===== config.mk =====
export PLATFORM = sky130hd
export DESIGN_NAME = qpsk_bit_splitter
export DESIGN_NICKNAME = d
export VERILOG_FILES = /design/src/rtl/qpsk_pkg.sv /design/src/rtl/dibit_fifo.sv /design/src/rtl/qpsk_bit_splitter.sv
export SDC_FILE = /design/constraint.sdc
export NUM_CORES = 1
export LEC_CHECK = 0
export CAP_MARGIN = 20
export CORE_UTILIZATION = 40
export CTS_CLUSTER_DIAMETER = 200
export DETAILED_ROUTE_END_ITERATION = 6
export GPL_TIMING_DRIVEN = 1
export HOLD_SLACK_MARGIN = 0.02
export MAX_ROUTING_LAYER = met4
export PLACE_DENSITY = 0.57
export SKIP_LAST_GASP = 1
export SLEW_MARGIN = 10
export SYNTH_ARGS = -nofsm -noshare
export SYNTH_HDL_FRONTEND = slang
export SYNTH_SLANG_ARGS = --single-unit

===== constraint.sdc =====
create_clock -name clk -period 5.05 [get_ports clk]
set_clock_uncertainty 0.1 [all_clocks]
set_input_delay 1.515 -clock clk [delete_from_list [all_inputs] [get_ports clk]]
set_output_delay 1.515 -clock clk [all_outputs]
set_load 0.005 [all_outputs]

===== src/rtl/qpsk_pkg.sv =====
// Shared types and constants for the QPSK transmit front end.
package qpsk_pkg;

  typedef struct packed {
    logic i;
    logic q;
  } dibit_t;

  typedef enum logic [0:0] {
    IDLE = 1'b0,
    RUN  = 1'b1
  } sym_state_t;

  localparam logic [1:0] QPSK_IDLE_DIBIT = 2'b11;

endpackage


===== src/rtl/dibit_fifo.sv =====
// Synchronous dibit FIFO, power-of-two depth, pointers wrap naturally.
// Latency: a pushed entry is visible on pop_dat the cycle after the push edge.
// Backpressure: a push while full or a pop while empty is ignored; the caller gates on full/empty.
module dibit_fifo
  import qpsk_pkg::*;
#(
  parameter int DEPTH = 4
) (
  input  logic                       clk,
  input  logic                       rst,
  input  logic                       push,
  input  dibit_t                     push_dat,
  input  logic                       pop,
  output dibit_t                     pop_dat,
  output logic                       full,
  output logic                       empty,
  output logic [$clog2(DEPTH+1)-1:0] level
);

  localparam int AW = $clog2(DEPTH);
  localparam int LW = $clog2(DEPTH + 1);

  dibit_t        mem [DEPTH];
  logic [AW-1:0] wr_ptr;
  logic [AW-1:0] rd_ptr;
  logic          push_ok;
  logic          pop_ok;

  assign full    = (level == LW'(DEPTH));
  assign empty   = (level == '0);
  assign push_ok = push && !full;
  assign pop_ok  = pop && !empty;
  assign pop_dat = mem[rd_ptr];

  always_ff @(posedge clk) begin
    if (push_ok) begin
      mem[wr_ptr] <= push_dat;
    end
  end

  always_ff @(posedge clk) begin
    if (rst) begin
      wr_ptr <= '0;
      rd_ptr <= '0;
      level  <= '0;
    end else begin
      if (push_ok) wr_ptr <= wr_ptr + AW'(1);
      if (pop_ok)  rd_ptr <= rd_ptr + AW'(1);
      case ({push_ok, pop_ok})
        2'b10:   level <= level + LW'(1);
        2'b01:   level <= level - LW'(1);
        default: level <= level;
      endcase
    end
  end

endmodule


===== src/rtl/qpsk_bit_splitter.sv =====
// Pairs serial bits into (I,Q) dibits and holds each on Ichannel/Qchannel for SYMBOL_LEN clocks.
// Latency: a dibit appears 1 clock after its Q bit when idle, else at the next symbol boundary.
// Backpressure: bit_ready drops only when an I bit is pending and the dibit FIFO is full.
module qpsk_bit_splitter
  import qpsk_pkg::*;
#(
  parameter int         SYMBOL_LEN = 16,
  parameter int         FIFO_DEPTH = 4,
  parameter logic [1:0] IDLE_DIBIT = QPSK_IDLE_DIBIT
) (
  input  logic                            clk,
  input  logic                            rst,
  input  logic                            bit_in,
  input  logic                            bit_valid,
  output logic                            bit_ready,
  output logic                            Ichannel,
  output logic                            Qchannel,
  output logic                            sym_strobe,
  output logic                            sym_active,
  output logic                            underrun,
  output logic [$clog2(FIFO_DEPTH+1)-1:0] fifo_level
);

  localparam int     CW     = $clog2(SYMBOL_LEN);
  localparam dibit_t IDLE_D = dibit_t'(IDLE_DIBIT);

  sym_state_t    state;
  sym_state_t    state_nxt;
  logic [CW-1:0] cnt;
  logic [CW-1:0] cnt_nxt;
  dibit_t        dibit_q;
  dibit_t        dibit_nxt;
  dibit_t        fifo_dat;
  logic          half;
  logic          pair_i;
  logic          bit_acc;
  logic          push_vld;
  logic          pop_vld;
  logic          fifo_full;
  logic          fifo_empty;
  logic          at_end;
  logic          strobe_nxt;
  logic          underrun_nxt;
  logic          active_nxt;

  // Registered state only: a pop on the same edge does not open a slot early.
  assign bit_ready = !rst && (!half || !fifo_full);
  assign bit_acc   = bit_valid && bit_ready;
  assign push_vld  = bit_acc && half;
  assign at_end    = (cnt == CW'(SYMBOL_LEN - 1));
  assign Ichannel  = dibit_q.i;
  assign Qchannel  = dibit_q.q;

  always_ff @(posedge clk) begin
    if (rst) begin
      half   <= 1'b0;
      pair_i <= 1'b0;
    end else if (bit_acc) begin
      half <= !half;
      if (!half) pair_i <= bit_in;
    end
  end

  dibit_fifo #(
    .DEPTH(FIFO_DEPTH)
  ) u_fifo (
    .clk     (clk),
    .rst     (rst),
    .push    (push_vld),
    .push_dat(dibit_t'({pair_i, bit_in})),
    .pop     (pop_vld),
    .pop_dat (fifo_dat),
    .full    (fifo_full),
    .empty   (fifo_empty),
    .level   (fifo_level)
  );

  always_ff @(posedge clk) begin
    if (rst) begin
      state      <= IDLE;
      cnt        <= '0;
      dibit_q    <= IDLE_D;
      sym_strobe <= 1'b0;
      sym_active <= 1'b0;
      underrun   <= 1'b0;
    end else begin
      state      <= state_nxt;
      cnt        <= cnt_nxt;
      dibit_q    <= dibit_nxt;
      sym_strobe <= strobe_nxt;
      sym_active <= active_nxt;
      underrun   <= underrun_nxt;
    end
  end

  always_comb begin
    state_nxt = state;
    case (state)
      IDLE:    if (!fifo_empty) state_nxt = RUN;
      RUN:     if (at_end && fifo_empty) state_nxt = IDLE;
      default: state_nxt = IDLE;
    endcase
  end

  always_comb begin
    pop_vld      = 1'b0;
    cnt_nxt      = cnt;
    dibit_nxt    = dibit_q;
    strobe_nxt   = 1'b0;
    underrun_nxt = 1'b0;
    active_nxt   = sym_active;
    case (state)
      IDLE: begin
        cnt_nxt    = '0;
        dibit_nxt  = IDLE_D;
        active_nxt = 1'b0;
        if (!fifo_empty) begin
          pop_vld    = 1'b1;
          dibit_nxt  = fifo_dat;
          strobe_nxt = 1'b1;
          active_nxt = 1'b1;
        end
      end
      RUN: begin
        if (at_end) begin
          cnt_nxt = '0;
          if (!fifo_empty) begin
            pop_vld    = 1'b1;
            dibit_nxt  = fifo_dat;
            strobe_nxt = 1'b1;
            active_nxt = 1'b1;
          end else begin
            dibit_nxt    = IDLE_D;
            underrun_nxt = 1'b1;
            active_nxt   = 1'b0;
          end
        end else begin
          cnt_nxt = cnt + CW'(1);
        end
      end
      default: begin
        cnt_nxt   = '0;
        dibit_nxt = IDLE_D;
      end
    endcase
  end

endmodule


After elaboration in Yosys (flattened, before gate mapping)
Memories as Yosys holds them, arrays and structs flattened. A register that Yosys moved wholly into a read port is not among the register bits.
Index checks and enable logic that the tools add are counted.
{"block": "word_totals", "in_bits": 4, "mem_bits_rw": 8, "reg_bits": 19, "word_cells": 59, "output_inout_bits": 9, "n_memories": 1}
{"block": "classes", "eq_ne": 5, "n_addsub": 5, "n_reduce_logical": 15, "muxes": 18, "bitwise_logic": 3}
{"name": "u_fifo.mem", "depth": 4, "width": 2, "read_ports": 1, "rd_clocked_by_memory_dff": 1, "wr": 1, "line": "dibit_fifo.sv:23", "text": "dibit_t mem [DEPTH];"}
{"op": "2-bit 2-to-1 mux", "n": 4}
{"op": "4-bit one-hot mux with 2 select lines", "n": 1}
{"op": "1-bit 2-to-1 mux", "n": 7}
{"op": "1-bit logical AND", "n": 6}
{"op": "1-bit one-hot mux with 2 select lines", "n": 3}
{"op": "3-bit one-hot mux with 2 select lines", "n": 1}
{"op": "2-bit by 1-bit adder with 2-bit output (second input constant)", "n": 2}
{"op": "4-bit by 1-bit adder with 4-bit output (second input constant)", "n": 1}
{"op": "4-bit == test (second input constant)", "n": 1}
{"op": "1-bit zero test", "n": 4}
{"op": "4-bit 2-to-1 mux", "n": 1}
{"op": "2-bit one-hot mux with 2 select lines", "n": 1}
{"op": "3-bit by 1-bit adder with 3-bit output (second input constant)", "n": 1}
{"op": "3-bit == test (second input constant)", "n": 1}
{"op": "3-bit zero test", "n": 1}
{"op": "1-bit inverter", "n": 3}
{"op": "3-bit OR reduction", "n": 1}
{"op": "3-bit by 1-bit subtractor with 3-bit output (second input constant)", "n": 1}
{"op": "2-bit by 1-bit == test with 1-bit output (second input constant)", "n": 1}
{"op": "2-bit == test (second input constant)", "n": 1}
{"op": "2-bit by 1-bit != test with 1-bit output (second input constant)", "n": 1}
{"op": "2-bit AND reduction", "n": 1}
{"op": "2-bit nonzero test", "n": 1}
{"op": "1-bit logical OR", "n": 1}

Longest topological paths before layout
{"block": "logic_depth", "word_depth": 9, "depth_mapped": 10, "mapped_depth_nobuf": 9}

By module
A second synthesis with hierarchy kept.
{"block": "unflattened", "cells_unflattened": 110, "hier_area_um2": 1216.2}
{"mod": "dibit_fifo", "area_per_inst_um2": 760.7, "cells_per_inst": 64, "instances": 1, "seq_area_each_um2": 420.4}
{"mod": "qpsk_bit_splitter", "area_per_inst_um2": 455.4, "cells_per_inst": 46, "instances": 1, "seq_area_each_um2": 240.2}

Least setup slack after synthesis
No wires, ideal clock.
{"block": "synth_path", "path_kind": "input port to output port", "from": "in rst", "to": "out bit_ready", "n_path_buf": 2, "path_stages": 3, "slack_ns": 1.264, "arrival_ns": 2.171, "cell_sequence": "clkbuf_1 -> clkbuf_1 -> a41oi_1"}
{"block": "synth_between", "elab_chain_cells": 2}
{"element": "from (decl)", "line": "qpsk_bit_splitter.sv:12", "text": "input logic rst,"}
{"element": "1-bit zero test", "line": "qpsk_bit_splitter.sv:47", "text": "assign bit_ready = !rst && (!half || !fifo_full);"}
{"element": "1-bit logical AND", "line": "qpsk_bit_splitter.sv:47"}
{"element": "to (decl)", "line": "qpsk_bit_splitter.sv:15", "text": "output logic bit_ready,"}
No other way between the ends.

Final worst setup path
Same ends and word-level chain as after synthesis.

==> impl_metrics.ini <==
[grt]
grt_pass1_wl_mm = 3.22
grt_use_total_pct = 14.3
grt_max_degree = 20
grt.overflow.total = 0
antenna_found_initial = 0
grt_pass1_vias = 749

[sta]
relSlewSlack_pct = 74.8
fin_setup_tns_ps = 0
finalSetupViolations = 0
max_freq_mhz = 235
fin_ws_ps = 801
drv_slew = 0
fin_crit_sh_pct = 84.1
rsz0062_at_grt = no
tightestPinTransition_ps = 376
fin_crit_ps = 4250
finalHoldViolations = 0

[floorplan]
coreArea_sq_um = 2830
fp.dieH_um = 57.3
initial_core_util_pct = 43.3
std_cell_rows = 19
die-area_sq_um = 3280
num_io_pins = 13
die_w_um = 57.3

[clock_network]
cts.htree.levels = 2
cts_root_buf = clkbuf_4
cts.sinks = 29
cts_buffer_depth = 2
cts_buffers = 5
holdBufCountCts = 0
post-cts-setup-buffers = 0
clock_latency_ps = 320
cts.clk_slew.worst_paths_ps = 90
ctsResizeCount = 0
cts_tree = yes

[routing]
first_pass_iters = 2
dr_total_vias = 796
drc = 0
routed_via_density = 5.17
drt_iter0_drc = 16
wirelength_mm = 1.86
ant_nets = 0
routedWlPerCell_um = 12.1

[synth]
ys_types = 35
syn_area_sq_um = 1220
ys.warnings.count = 0
synth-edff-count = 8
synth_flop_cell = dfxtp_1
ys_seq_elements = 29
ys_seq_area_share_pct = 54.0
postSynthCellCount = 105
syn-num-nets = 116
synth.avg_cell_area_sq_um = 11.7
synthArstFlopShare_pct = 0

[worst_setup_path]
path_max_fanout = 2
end_kind = output pin
cp-start-kind = input pin
worstPathArrival_ps = 2630
critPathKind = in2out
required_ps = 3440

[final_layout]
final_cell_mix = dfxtp_1 (21), clkdlybuf4s50_1 (12), inv_1 (8), nor2_1 (8), edfxtp_1 (8)
area_growth_pct = 16.1
layout_commonest_cell = dfxtp_1
utilization_pct = 50.2
stdcell_count = 154
antennaDiodeCount = 0
drive_above_1_share_pct = 11.4
design_area_sq_um = 1420
layout.nets = 133

[placed_design]
dp_hpwl_mm = 1.37
preCtsSetupSlack_ps = 785
portBuffers = 12
place_area_sq_um = 1370
gp_congestion = 0.707
place_inst = 146

[run]
drv_cap = 0

[min_path]
min_path_type = reg2reg

[pwr]
peakVddDrop_mv = 0.188
p_leak_nw = 0.547
p_per_area_nw_per_um2 = 456

[run_status]
status = complete, no violations
[path summary, 6_finish.rpt]
path | to | from | cells after the start | slack, ps
worst max-delay path | bit_ready | rst | 3 | 800
worst min register to register | cnt[0]$_SDFF_PP0_ | cnt[0]$_SDFF_PP0_ | 1 | 360
worst min-delay path | cnt[0]$_SDFF_PP0_ | cnt[0]$_SDFF_PP0_ | 1 | 360
worst max register to register | u_fifo.level[2]$_SDFFE_PP0P_ | u_fifo.level[2]$_SDFFE_PP0P_ | 9 | 2580
[layout make-up]
type	instances	area [sq um]
tap	31	38.8
sequential	29	661
timing repair buffer	13	128
fill	267	1410
inverter	9	33.8
multi-input combinational	64	510
clock buffer	8	48.8
[sequential cells by signal, indices dropped and copies added, names as in the netlist, 2 cells and up, named ones only]
register       count
cnt                4
u_fifo.level       3
u_fifo.mem         8
u_fifo.rd_ptr      2
u_fifo.wr_ptr      2
[worst max-delay path, cell delays in order]
cell and delay [ps]:
clkdlybuf4s50_1 410, a41oi_1 180, clkdlybuf4s50_1 530
[Yosys cell counts (2+ instances only)]
master	number	area share (%)
nor3_1	5	2.0
o32a_1	2	1.6
ha_1	6	6.1
a211oi_1	3	1.8
inv_1	8	2.5
a21oi_1	4	1.6
xor2_1	3	2.1
nor2_1	8	2.5
mux2_2	2	1.8
clkbuf_1	2	0.61
nand3_1	2	0.82
or3_1	2	1.0
edfxtp_1	8	20
and2_1	5	2.6
mux4_2	2	3.7
nand2_1	2	0.61
dfxtp_1	21	34
nor2b_1	3	1.5
[per-layer routing]
layer,global-route usage [%],up-vias,wire [um]
li1,-,406,-
met1,16.2,369,898
met2,20.8,14,842
met3,4.08,7,57
met4,11.5,0,61
met5,-,-,0
[report_power, final]
group	leakage [nW]	internal (W)	switching, W
clock	0.0265	0.0000554	0.0000745
combinational	0.276	0.000113	0.0000985
sequential	0.244	0.000276	0.0000298
total	0.547	0.000444	0.000203
[stage by stage]
step | total power, W | hold WS (ps)
CTS | 0.000657 | 369
detailed placement | 0.000526 | 357
finish | 0.000647 | 364
global placement | 0.000523 | 345
floorplan | 0.000451 | 332
global route | 0.000701 | 403
[logic make-up after synthesis]
logic type	count (synthesis)	share of synthesized area, %
and+or+nand+nor	32	14.5
DFF	29	54.0
AOI/OAI and AO/OA	15	9.30
buffers and inverters	12	4.29
adders and majority gates	7	7.77
muxes	6	7.26
xor gates and xnor gates	4	2.86
Note: power is estimated with default switching activity, not from simulation.
